**config.mk**
```make
export PLATFORM = sky130hd
export DESIGN_NAME = hazard_flush_ctrl
export DESIGN_NICKNAME = d
export VERILOG_FILES = /design/src/rtl/pipeline_ctrl_pkg.sv /design/src/rtl/hazard_detect.sv /design/src/rtl/hazard_flush_ctrl.sv
export SDC_FILE = /design/constraint.sdc
export NUM_CORES = 1
export LEC_CHECK = 0
export CORE_MARGIN = 10
export CORE_UTILIZATION = 40
export DETAILED_ROUTE_END_ITERATION = 10
export GPL_ROUTABILITY_DRIVEN = 0
export PLACE_DENSITY_LB_ADDON = 0.15
export SLEW_MARGIN = 15
export SYNTH_ARGS = -nofsm -noshare
export SYNTH_HDL_FRONTEND = slang
export SYNTH_SLANG_ARGS = --single-unit
```
**constraint.sdc**
```tcl
create_clock -name sysclk -period 2.2 [get_ports sysclk]
set_input_delay 0.44 -clock sysclk [delete_from_list [all_inputs] [get_ports sysclk]]
set_output_delay 0.44 -clock sysclk [all_outputs]
set_load 0.02 [all_outputs]
```
**src/rtl/pipeline_ctrl_pkg.sv**
```systemverilog
// Shared types and constants for the pipeline control blocks: FSM state
// encoding, the architectural zero register and canned control-output words.
package pipeline_ctrl_pkg;

    typedef enum logic [1:0] {
        RUN         = 2'd0,
        MEM_WAIT    = 2'd1,
        IRQ_ENTER   = 2'd2,
        IRQ_SERVICE = 2'd3
    } ctrl_state_t;

    localparam logic [4:0] REG_ZERO = 5'd0;

    typedef struct packed {
        logic pc_write;
        logic if_id_write;
        logic if_flush;
        logic id_ex_bubble;
        logic pipe_hold;
        logic pc_sel_irq;
    } pipe_ctrl_t;

    localparam pipe_ctrl_t CTRL_ADVANCE = '{1'b1, 1'b1, 1'b0, 1'b0, 1'b0, 1'b0};
    localparam pipe_ctrl_t CTRL_HOLD    = '{1'b0, 1'b0, 1'b0, 1'b0, 1'b1, 1'b0};
    localparam pipe_ctrl_t CTRL_RESET   = '{1'b0, 1'b0, 1'b1, 1'b1, 1'b0, 1'b0};

endpackage

```
**src/rtl/hazard_detect.sv**
```systemverilog
// Load-use hazard compare: the load in EX writes a register the ID
// instruction reads. Writes to the zero register never create a hazard.
module hazard_detect
    import pipeline_ctrl_pkg::*;
(
    input  logic [4:0] id_rs,
    input  logic [4:0] id_rt,
    input  logic       id_uses_rt,
    input  logic       ex_mem_read,
    input  logic [4:0] ex_rt,
    output logic       luse
);

    logic rs_match;
    logic rt_match;

    assign rs_match = (ex_rt == id_rs);
    assign rt_match = id_uses_rt && (ex_rt == id_rt);
    assign luse     = ex_mem_read && (ex_rt != REG_ZERO) && (rs_match || rt_match);

endmodule

```
**src/rtl/hazard_flush_ctrl.sv**
```systemverilog
// Stall/flush/interrupt-entry controller for the 5-stage pipeline.
// Define HAZARD_PERF_CNT_EN to add the stall_cycles/flush_count counters.
module hazard_flush_ctrl
    import pipeline_ctrl_pkg::*;
#(
    parameter int unsigned MEM_WAIT_MAX = 16,
    parameter int unsigned WAIT_CNT_W   = 5
) (
    input  logic        sysclk,
    input  logic        reset,
    input  logic [4:0]  id_rs,
    input  logic [4:0]  id_rt,
    input  logic        id_uses_rt,
    input  logic        ex_mem_read,
    input  logic [4:0]  ex_rt,
    input  logic        ex_branch_taken,
    input  logic        id_jump,
    input  logic        mem_busy,
    input  logic        irq_req,
    input  logic        irq_done,
    output logic        pc_write,
    output logic        if_id_write,
    output logic        if_flush,
    output logic        id_ex_bubble,
    output logic        pipe_hold,
    output logic        pc_sel_irq,
    output logic        irq_ack,
    output logic        irq_active,
`ifdef HAZARD_PERF_CNT_EN
    output logic [31:0] stall_cycles,
    output logic [31:0] flush_count,
`endif
    output logic        mem_timeout
);

    localparam logic [WAIT_CNT_W-1:0] WAIT_MAX = WAIT_CNT_W'(MEM_WAIT_MAX);
    localparam logic [WAIT_CNT_W-1:0] WAIT_ONE = WAIT_CNT_W'(1);

    ctrl_state_t           state, state_nxt;
    logic [WAIT_CNT_W-1:0] wait_cnt, wait_cnt_nxt;
    logic                  ret_service, ret_service_nxt;
    logic                  done_pend, done_pend_nxt;
    logic                  irq_ack_nxt;
    logic                  irq_active_nxt;
    logic                  mem_timeout_nxt;
    logic                  luse;
    pipe_ctrl_t            ctrl;

    hazard_detect u_hazard_detect (
        .id_rs       (id_rs),
        .id_rt       (id_rt),
        .id_uses_rt  (id_uses_rt),
        .ex_mem_read (ex_mem_read),
        .ex_rt       (ex_rt),
        .luse        (luse)
    );

    always_ff @(posedge sysclk or negedge reset) begin
        if (!reset) begin
            state       <= RUN;
            wait_cnt    <= '0;
            ret_service <= 1'b0;
            done_pend   <= 1'b0;
            irq_ack     <= 1'b0;
            irq_active  <= 1'b0;
            mem_timeout <= 1'b0;
        end else begin
            state       <= state_nxt;
            wait_cnt    <= wait_cnt_nxt;
            ret_service <= ret_service_nxt;
            done_pend   <= done_pend_nxt;
            irq_ack     <= irq_ack_nxt;
            irq_active  <= irq_active_nxt;
            mem_timeout <= mem_timeout_nxt;
        end
    end

    always_comb begin
        state_nxt       = state;
        wait_cnt_nxt    = wait_cnt;
        ret_service_nxt = ret_service;
        done_pend_nxt   = done_pend;
        irq_ack_nxt     = 1'b0;
        irq_active_nxt  = irq_active;
        mem_timeout_nxt = mem_timeout;
        ctrl            = CTRL_ADVANCE;

        if (!reset) begin
            ctrl = CTRL_RESET;
        end else begin
            unique case (state)
                RUN, IRQ_SERVICE: begin
                    if (mem_busy) begin
                        // An irq_done that collides with the stall is parked until the wait ends.
                        ctrl            = CTRL_HOLD;
                        state_nxt       = MEM_WAIT;
                        wait_cnt_nxt    = WAIT_ONE;
                        ret_service_nxt = (state == IRQ_SERVICE);
                        done_pend_nxt   = (state == IRQ_SERVICE) && irq_done;
                    end else begin
                        if (ex_branch_taken) begin
                            ctrl.if_flush     = 1'b1;
                            ctrl.id_ex_bubble = 1'b1;
                        end else if ((state == RUN) && irq_req && !irq_active) begin
                            ctrl.pc_sel_irq   = 1'b1;
                            ctrl.if_flush     = 1'b1;
                            ctrl.id_ex_bubble = 1'b1;
                            state_nxt         = IRQ_ENTER;
                            irq_ack_nxt       = 1'b1;
                        end else if (luse) begin
                            ctrl.pc_write     = 1'b0;
                            ctrl.if_id_write  = 1'b0;
                            ctrl.id_ex_bubble = 1'b1;
                        end else if (id_jump) begin
                            ctrl.if_flush     = 1'b1;
                        end

                        if ((state == IRQ_SERVICE) && irq_done) begin
                            irq_active_nxt = 1'b0;
                            state_nxt      = RUN;
                        end
                    end
                end

                MEM_WAIT: begin
                    ctrl = CTRL_HOLD;
                    if (wait_cnt != WAIT_MAX) begin
                        wait_cnt_nxt = wait_cnt + WAIT_ONE;
                    end
                    if (mem_busy && (wait_cnt == WAIT_MAX)) begin
                        mem_timeout_nxt = 1'b1;
                    end
                    if (ret_service && irq_done) begin
                        done_pend_nxt = 1'b1;
                    end
                    if (!mem_busy) begin
                        wait_cnt_nxt    = '0;
                        ret_service_nxt = 1'b0;
                        done_pend_nxt   = 1'b0;
                        if (ret_service && (done_pend || irq_done)) begin
                            irq_active_nxt = 1'b0;
                            state_nxt      = RUN;
                        end else if (ret_service) begin
                            state_nxt      = IRQ_SERVICE;
                        end else begin
                            state_nxt      = RUN;
                        end
                    end
                end

                IRQ_ENTER: begin
                    irq_active_nxt = 1'b1;
                    state_nxt      = IRQ_SERVICE;
                end

                default: begin
                    state_nxt = RUN;
                end
            endcase
        end
    end

    assign pc_write     = ctrl.pc_write;
    assign if_id_write  = ctrl.if_id_write;
    assign if_flush     = ctrl.if_flush;
    assign id_ex_bubble = ctrl.id_ex_bubble;
    assign pipe_hold    = ctrl.pipe_hold;
    assign pc_sel_irq   = ctrl.pc_sel_irq;

`ifdef HAZARD_PERF_CNT_EN
    always_ff @(posedge sysclk or negedge reset) begin
        if (!reset) begin
            stall_cycles <= '0;
            flush_count  <= '0;
        end else begin
            if (!ctrl.pc_write) begin
                stall_cycles <= stall_cycles + 32'd1;
            end
            if (ctrl.if_flush) begin
                flush_count <= flush_count + 32'd1;
            end
        end
    end
`endif

endmodule
```
==> results of run 1 <==
[area by class of cell]
cell class	instances	share of cell area
clock buffers	4	0.0218
flip-flops and latches	12	0.180
well taps	28	0.0211
repair buffers	63	0.333
inverters	6	0.0150
multi-input cells	88	0.429
[worst max-delay path by stage]
stage / from / end / slack, ns / cells after the start
6_report: state[1]$_DFFE_PN0P_ / if_flush / -0.15 / 6
5_1_grt: state[1]$_DFFE_PN0P_ / if_flush / -0.20 / 6
4_1_cts: state[1]$_DFFE_PN0P_ / if_flush / -0.15 / 6
3_5_place_dp: ex_rt[1] / if_id_write / -0.75 / 5
3_3_place_gp: ex_rt[1] / if_id_write / -0.72 / 5
2_1_floorplan: state[0]$_DFFE_PN0P_ / pc_write / 0.02 / 6
[flip-flops by register name, summed over array words and instances, names as in the netlist]
name         cells
done_pend        1
irq_ack          1
irq_active       1
mem_timeout      1
ret_service      1
state            2
wait_cnt         5
[logic make-up after synthesis]
family,after synthesis,synth area share
AND/OR/NAND/NOR,38,0.199
AO/OA/AOI/OAI,27,0.203
flip-flops,12,0.307
XOR/XNOR,11,0.0983
buffers and inverters,10,0.0447
adder cells (fa/ha/maj),7,0.0894
multiplexers,5,0.0587
[power by group through the flow]
stage	registers, mW	logic [mW]	clock network, mW
2_1_floorplan	0.367	0.640	0
3_3_place_gp	0.356	1.09	0
3_5_place_dp	0.361	1.11	0
4_1_cts	0.364	1.23	0.185
5_1_grt	0.375	1.46	0.198
6_report	0.363	1.33	0.187
[critical path: cells and delay by family (launching register included)]
kind	cells	cell delay (ns)
AND/OR/NAND/NOR	1	0.39
flip-flops	1	0.41
AO/OA/AOI/OAI	2	0.37
buffers and inverters	2	0.29
adder cells (fa/ha/maj)	1	0.16
[through the flow]
stage          area (um2)  worst slack [ns]  instances
4_1_cts              1630            -0.152        199
6_report             1660            -0.152        201
3_5_place_dp         1560            -0.751        193
3_3_place_gp         1560            -0.724        193
5_1_grt              1660            -0.204        201
2_1_floorplan        1020            0.0159        110
[cell usage in the layout (no fill, tap or decap), types with 3 or more instances in the layout]
cell,netlist,layout
dlygate4sd2_1,0,3
buf_4,1,30
buf_6,0,6
nand2_1,10,10
nand3_1,4,4
clkdlybuf4s50_1,0,22
xnor2_1,10,10
inv_1,6,3
nor2_1,7,7
o21ai_0,4,4
ha_1,7,5
a21oi_1,4,3
clkbuf_4,0,3
a31oi_1,3,3
dfrtp_1,12,12
[metal layers]
layer	vias to the layer above	wire [um]	GRT usage
li1	525	-	-
met1	469	1350	0.156
met2	24	1540	0.208
met3	2	144	0.0300
met4	0	6	0.0266
met5	-	0	0
[timing repair]
item | 4_1_cts | 5_1_grt
gates cloned | 0 | 0
pin swaps | 9 | 2
hold buffers | 0 | 0
gates resized for setup | 48 | 5
setup buffers | 2 | 2
endpoints found under the setup margin | 6 | 5
==> run_results.csv, run 1 <==
group,metric,value,unit
global_routing,grt_max_degree,12,
cts,clk_latency,0.29,ns
layout,nets,205,
yosys,ys.flop_type,"dfrtp_1",
min_path,whs_path_depth,1,
cts,clk_pin_slew,0.10,ns
floorplan,die_h,69.5,um
yosys,synth_edf_count,0,
cts,htreeDepth,1,
detailed_routing,wl_per_cell,15.1,um
sta,rsz0062_at_grt,"true",
placed_design,io_buffers,32,
yosys,synth_area_per_cell,8.91,um2
yosys,synth_common_cells,"dfrtp_1, nand2_1, xnor2_1, ha_1, nor2_1",
pwr,ir_drop,0.820,mV
yosys,synth_top_area_cell,"dfrtp_1",
detailed_routing,firstDrtPassIters,4,
job,cap_violations,0,
detailed_routing,post-route-drc-count,0,
pwr,intPower,1.12,mW
yosys,synthDominantCellAreaShare,0.307,
detailed_routing,drt_iter0_markers,29,
floorplan,rows,17,
setup_path,worstPathArrival,1.91,ns
placed_design,dp_hpwl,2.49,mm
min_path,min_from,"mem_timeout$_DFFE_PN0P_",
sta,hold-worst-slack,0.458,ns
pwr,p_sw,0.762,mW
setup_path,r2r_slack,0.14,ns
yosys,synth_area,980,um2
detailed_routing,ant_nets,0,
sta,layout_setup_ws,-0.152,ns
global_routing,overflow,0,
sta,finClkSkew,0.0188,ns
pwr,p_leak,0.734,nW
sta,min_period,2.35,ns
yosys,synthTopCellsByArea,"dfrtp_1, ha_1, xnor2_1",
detailed_routing,drt_wl_total,3.04,mm
cts,cts_root_buf,"clkbuf_4",
cts,cts_sinks,12,
global_routing,grt_first_pass_wirelength,5.18,mm
floorplan,dieArea,0.00483,mm2
floorplan,io_pins,33,
pwr,cellPowerDensity,1130,mW/mm2
setup_path,cp-start-kind,"flop",
sta,tightest_slew,0.306,ns
yosys,synthArstFlopShare,1.00,
floorplan,initial_core_util,0.430,
yosys,synth-seq-area-share,0.307,
setup_path,rr_startpoint,"state[0]$_DFFE_PN0P_",
cts,cts_made_buffers,3,
sta,drv_slew,0,
yosys,synth_most_common_cell,"dfrtp_1",
yosys,ys_seq_elements,12,
run_status,failed_checks,"setup timing",
setup_path,worstPathRequired,1.76,ns
layout,regArea,300,um2
layout,drive_gt1_frac,0.341,
cts,cts_tree,"done",
run_status,status,"complete, but fails checks",
setup_path,r2r_cells,9,
layout,post-route-util,0.731,
yosys,ys_warn_count,0,
pwr,seq_power_share,0.193,
global_routing,antenna_found_initial,0,
sta,tns,-0.549,ns
sta,post-route-period-util,1.07,
global_routing,grt_pass1_vias,1030,
sta,slew_headroom,0.795,
cts,cts_buffer_depth,2,
global_routing,grtUsageTotal,0.124,
pwr,finalPower,1.88,mW
layout,antennaDiodeCount,0,
detailed_routing,via_count,1020,
setup_path,r2r_end,"wait_cnt[1]$_DFFE_PN0P_",
pwr,p_clk_frac,0.099,
sta,setup_violations,5,
yosys,ys_types,39,
sta,fmax,425,MHz
min_path,min_to,"mem_timeout$_DFFE_PN0P_",
yosys,synth_fp_nets,141,
setup_path,worst_path_max_delay_cell,"dfrtp_1",
sta,final-hold-violation-count,0,
pwr,p_sw_frac,0.405,
setup_path,end_kind,"primary output",
setup_path,crit_chain,"buf_6 -> ha_2 -> or3_4 -> a22o_1 -> a41oi_2 -> buf_4",
floorplan,coreArea,0.00228,mm2
layout,multi_input_area,713,um2
setup_path,critPathMaxStageDelay,0.41,ns
yosys,syn_inst,110,
layout,fillers,177,
detailed_routing,via_per_inst,5.07,
floorplan,die_x,69.5,um
layout,syn2layout_area_growth,69.9,%
min_path,min_path_type,"flop to flop",
pwr,combPwrFrac,0.708,
setup_path,cp_max_fo,3,
setup_path,path_class,"flop to primary output",
Power figures use the tool's default switching activity.
==> run 2, diff against run 1 <==
==> constraint.sdc (replaced) <==
create_clock -name sysclk -period 2.9 [get_ports sysclk]
set_input_delay 0.58 -clock sysclk [delete_from_list [all_inputs] [get_ports sysclk]]
set_output_delay 0.58 -clock sysclk [all_outputs]
set_load 0.02 [all_outputs]
==> run 2 against run 1 <==
  * The flow still finishes with violations (setup timing)
  * Global-route usage shrank 0.64 points
  * Cell area shrank 12%
  * Sequential cell count is the same
  * Clock skew shrank 0.011 ns
  * First-iteration DRC count grew 59%
  * Hold slack gained 0.0032 ns
  * Critical path type is now input pin to primary output
  * Critical endpoint is now pc_write
  * Largest cell class unchanged
  * Largest power group unchanged
==> run_results.csv, run 2 (same netlist as run 1, synthesis figures left out) <==
group,metric,value,unit
setup_path,cp_max_fo,3,
detailed_routing,firstDrtPassIters,4,
floorplan,die_h,69.5,um
cts,cts_buffer_depth,2,
pwr,finalPower,1.12,mW
cts,cts_root_buf,"clkbuf_4",
floorplan,io_pins,33,
pwr,cellPowerDensity,764,mW/mm2
setup_path,r2r_cells,7,
detailed_routing,via_per_inst,5.23,
layout,final_common_cell,"clkdlybuf4s50_1",
sta,hold-worst-slack,0.461,ns
sta,tns,-0.0169,ns
setup_path,worstPathArrival,2.33,ns
cts,clk_latency,0.28,ns
floorplan,dieArea,0.00483,mm2
layout,syn2layout_area_growth,50.3,%
setup_path,crit_chain,"clkdlybuf4s50_1 -> or4_1 -> o21a_1 -> a41oi_1 -> dlygate4sd1_1",
cts,clk_pin_slew,0.09,ns
cts,cts_made_buffers,3,
layout,nets,191,
setup_path,critPathLaunch,"ex_rt[1]",
cts,hold_buffers,0,
detailed_routing,drt_wl_total,2.85,mm
sta,fmax,344,MHz
pwr,p_leak,0.662,nW
layout,fin_cells,187,
sta,tightest_slew,0.347,ns
detailed_routing,post-route-drc-count,0,
sta,slew_headroom,0.768,
sta,finClkSkew,0.00770,ns
global_routing,grt_pass1_vias,1007,
layout,drive_gt1_frac,0.170,
min_path,min_path_type,"flop to flop",
pwr,ir_drop,0.490,mV
min_path,whs_path_depth,1,
cts,postCtsSetupBuffers,0,
setup_path,path_class,"input pin to primary output",
detailed_routing,drt_iter0_markers,46,
placed_design,dp_slack,-0.327,ns
detailed_routing,ant_nets,0,
layout,regArea,300,um2
setup_path,worst_path_max_delay_cell,"or4_1",
sta,rsz0062_at_grt,"true",
global_routing,grt_first_pass_wirelength,4.93,mm
sta,final-hold-violation-count,0,
placed_design,io_buffers,32,
sta,layout_setup_ws,-0.00974,ns
layout,fin_area,0.00147,mm2
floorplan,coreArea,0.00228,mm2
global_routing,overflow,0,
setup_path,worstPathRequired,2.32,ns
setup_path,path_delay_family,"buffers and inverters",
setup_path,critPathMaxStageDelay,0.52,ns
sta,setup_violations,2,
job,cap_violations,0,
sta,drv_slew,0,
setup_path,path_buf_inv,2,
cts,htreeDepth,1,
placed_design,dpl_cell_area,0.00144,mm2
cts,cts_sinks,12,
setup_path,worstSetupPathDepth,5,
setup_path,end_kind,"primary output",
layout,antennaDiodeCount,0,
global_routing,grtUsageTotal,0.118,
floorplan,initial_core_util,0.430,
layout,final_cell_mix,"clkdlybuf4s50_1, buf_4, dfrtp_1, xnor2_1, nand2_1",
global_routing,antenna_found_initial,0,
detailed_routing,via_count,978,
setup_path,rr_startpoint,"state[0]$_DFFE_PN0P_",
setup_path,cp-start-kind,"input pin",
layout,post-route-util,0.647,
layout,fillers,202,
detailed_routing,wl_per_cell,15.2,um
min_path,min_from,"mem_timeout$_DFFE_PN0P_",
layout,largest_register,"wait_cnt",
placed_design,dp_cells,183,
floorplan,die_x,69.5,um
run_status,status,"complete, but fails checks",
global_routing,grt_max_degree,13,
sta,min_period,2.91,ns
layout,top_regs,"wait_cnt x5, state x2",
run_status,failed_checks,"setup timing",
cts,cts_tree,"done",
layout,largest_reg_flops,5,
placed_design,dp_hpwl,2.32,mm
sta,post-route-period-util,1.00,
layout,multi_input_area,636,um2
floorplan,rows,17,
[run 2: routing by layer]
| metal | track usage | up-vias | routed length [um] |
|---|---|---|---|
| li1 | - | 492 | - |
| met1 | 0.151 | 443 | 1370 |
| met2 | 0.185 | 37 | 1260 |
| met3 | 0.0300 | 6 | 184 |
| met4 | 0.0399 | 0 | 40 |
| met5 | 0 | - | 0 |
[run 2: area by class of cell]
| type | instances | area share |
|---|---|---|
| Sequential cell | 12 | 0.204 |
| Tap cell | 28 | 0.0238 |
| Clock buffer | 4 | 0.0246 |
| Timing Repair Buffer | 49 | 0.301 |
| Multi-Input combinational cell | 88 | 0.432 |
| Inverter | 6 | 0.0153 |
[run 2: worst paths after layout]
kind	end	slack, ns
setup / recovery	pc_write	-0.01
hold / removal	mem_timeout$_DFFE_PN0P_	0.46
setup reg to reg	wait_cnt[4]$_DFFE_PN0P_	0.91
hold reg to reg	mem_timeout$_DFFE_PN0P_	0.46
max in group asynchronous	done_pend$_DFFE_PN0P_	1.81
min in group asynchronous	irq_ack$_DFF_PN0_	0.74
[run 2: worst register-to-register path, stage by stage, from the launching register on]
cell	delay, ns
dfrtp_1	0.38
buf_4	0.15
ha_1	0.22
buf_4	0.17
nand2_1	0.27
o2111ai_4	0.18
or3_1	0.37
a21oi_1	0.17
[run 2: repair_timing]
item | CTS | global route
endpoints found under the hold margin | 0 | 0
setup endpoints to repair | 4 | 5
resized for setup | 8 | 5
[run 2: where the power goes]
group          switching (mW)  internal [mW]  total, mW
clock                  0.0633         0.0764      0.140
combinational           0.366          0.349      0.715
sequential             0.0451          0.225      0.270
==> run 3, diff against run 2 <==
--- a/config.mk
+++ b/config.mk
@@ -6,7 +6,7 @@
 export NUM_CORES = 1
 export LEC_CHECK = 0
 export CORE_MARGIN = 10
-export CORE_UTILIZATION = 40
+export CORE_UTILIZATION = 24
 export DETAILED_ROUTE_END_ITERATION = 10
 export GPL_ROUTABILITY_DRIVEN = 0
 export PLACE_DENSITY_LB_ADDON = 0.15
==> run 3 against run 2 <==
  * The run still ends with setup timing left
  * Maximum frequency is 0.32% lower
  * Clock skew down 0.0074 ns
  * Hold slack worse by 0.00060 ns
  * Wire length fell by 0.98%
  * Via count shrank 1.4%
  * Total power rose by 0.75%
  * Sequential share of layout area fell by 0.27 points
  * Sequential cell count stayed put
  * Register-to-register slack got worse by 0.06 ns
  * Core utilization down 27 points
  * Critical path depth unchanged
  * Clock power increased by 11%
  * Largest power group unchanged
  * Highest routed layer unchanged
==> run_results.csv, run 3 (same netlist as run 1, synthesis figures left out) <==
group,metric,value,unit
sta,setup_violations,2,
cts,htreeDepth,1,
run_status,status,"complete, but fails checks",
cts,cts_sinks,12,
pwr,p_sw,0.471,mW
job,cap_violations,0,
sta,finClkSkew,0.000319,ns
pwr,p_leak,0.654,nW
layout,final_cell_mix,"clkdlybuf4s50_1, buf_4, dfrtp_1, xnor2_1, nand2_1",
layout,fin_cells,207,
global_routing,grt_pass1_vias,969,
setup_path,cp_max_fo,3,
global_routing,antenna_found_initial,0,
floorplan,die_h,83.9,um
pwr,seq_power_share,0.237,
setup_path,path_class,"input pin to primary output",
pwr,p_sw_frac,0.415,
global_routing,grt_first_pass_wirelength,4.60,mm
pwr,finalPower,1.13,mW
sta,tightest_slew,0.366,ns
detailed_routing,via_count,964,
sta,drv_slew,0,
layout,final_common_cell,"clkdlybuf4s50_1",
min_path,min_path_type,"flop to flop",
placed_design,dp_cells,204,
sta,final-hold-violation-count,0,
layout,syn2layout_area_growth,52.4,%
cts,cts_made_buffers,3,
floorplan,initial_core_util,0.247,
layout,nets,190,
setup_path,worstPathArrival,2.34,ns
sta,rsz0062_at_grt,"true",
layout,antennaDiodeCount,0,
layout,drive_gt1_frac,0.166,
floorplan,dieArea,0.00704,mm2
placed_design,dp_hpwl,2.34,mm
sta,slew_headroom,0.755,
detailed_routing,via_per_inst,4.66,
global_routing,grtUsageTotal,0.0771,
cts,clk_pin_slew,0.05,ns
cts,hold_buffers,0,
sta,min_period,2.92,ns
floorplan,rows,23,
global_routing,grt_max_degree,19,
cts,cts_tree,"done",
detailed_routing,wl_per_cell,13.6,um
floorplan,coreArea,0.00397,mm2
sta,fmax,343,MHz
detailed_routing,drt_iter0_markers,23,
layout,largest_register,"wait_cnt",
placed_design,io_buffers,32,
floorplan,io_pins,33,
detailed_routing,ant_nets,0,
pwr,intPower,0.663,mW
setup_path,end_kind,"primary output",
detailed_routing,post-route-drc-count,0,
pwr,cellPowerDensity,759,mW/mm2
layout,largest_reg_flops,5,
cts,cts_root_buf,"clkbuf_8",
pwr,combPwrFrac,0.626,
detailed_routing,drt_wl_total,2.82,mm
sta,layout_setup_ws,-0.0190,ns
global_routing,overflow,0,
run_status,failed_checks,"setup timing",
setup_path,cp-start-kind,"input pin",
cts,clk_latency,0.24,ns
layout,top_regs,"wait_cnt x5, state x2",
floorplan,die_x,83.9,um
layout,fillers,420,
pwr,p_clk_frac,0.137,
pwr,ir_drop,0.261,mV
sta,hold-worst-slack,0.460,ns
sta,post-route-period-util,1.01,
cts,cts_buffer_depth,2,
detailed_routing,firstDrtPassIters,4,
setup_path,worstPathRequired,2.32,ns
setup_path,r2r_slack,0.85,ns
==> run 3: cell types whose count changed in the layout (fill, tap and decap cells not counted), sizes merged <==
cell	previous run	this run
clkdlybuf4s15	1	0
clkbuf	5	4
==> run 3: path summary, 6_finish.rpt <==
path / startpoint / to / cells past startpoint
max: ex_rt[1] / pc_write / 5
min: mem_timeout$_DFFE_PN0P_ / mem_timeout$_DFFE_PN0P_ / 1
max reg2reg: state[0]$_DFFE_PN0P_ / wait_cnt[0]$_DFFE_PN0P_ / 8
min reg2reg: mem_timeout$_DFFE_PN0P_ / mem_timeout$_DFFE_PN0P_ / 1
max in group asynchronous: reset / mem_timeout$_DFFE_PN0P_ / 3
min in group asynchronous: reset / irq_ack$_DFF_PN0_ / 2
==> run 3: stage by stage <==
step | setup slack, ns | instance area [um2] | utilization | TNS [ns]
final | -0.0190 | 1490 | 0.376 | -0.0362
after global routing | -0.117 | 1490 | 0.376 | -0.227
after CTS | -0.0380 | 1500 | 0.378 | -0.0684
after detailed placement | -0.347 | 1460 | 0.368 | -1.21
after global placement | -0.311 | 1460 | 0.368 | -1.09
after floorplan | 0.300 | 980 | - | 0
==> run 3: layout make-up <==
class                   instances  area (um2)  share of cell area
multi-input cells              88         636               0.426
clock buffers                   3        41.3              0.0277
repair buffers                 48         430               0.288
flip-flops and latches         12         300               0.201
inverters                       6        22.5              0.0151
well taps                      50        62.6              0.0419
==> run 3: per-layer routing <==
metal / track usage / routed length, um
met5: 0 / 0
met4: 0.0228 / 24
met3: 0.0234 / 155
met2: 0.114 / 1220
met1: 0.103 / 1430
==> run 3: power by group through the flow <==
stage	registers [mW]	logic (mW)	clock network, mW
after global placement	0.269	0.726	0
after floorplan	0.279	0.440	0
after detailed placement	0.272	0.729	0
final	0.269	0.709	0.155
after CTS	0.269	0.722	0.161
after global routing	0.276	0.781	0.169
==> run 3: repair_timing <==
| action | CTS | global route |
|---|---|---|
| buffers inserted | 0 | 0 |
| endpoints found under the setup margin | 4 | 5 |
| resized for setup | 10 | 5 |
| gates cloned | 0 | 0 |
| hold endpoints to repair | 0 | 0 |
==> run 3: worst max-delay path, cell delays in order <==
cell	delay (ns)
clkdlybuf4s50_1	0.42
or4_1	0.53
o21a_1	0.21
a41oi_1	0.25
dlygate4sd1_1	0.35
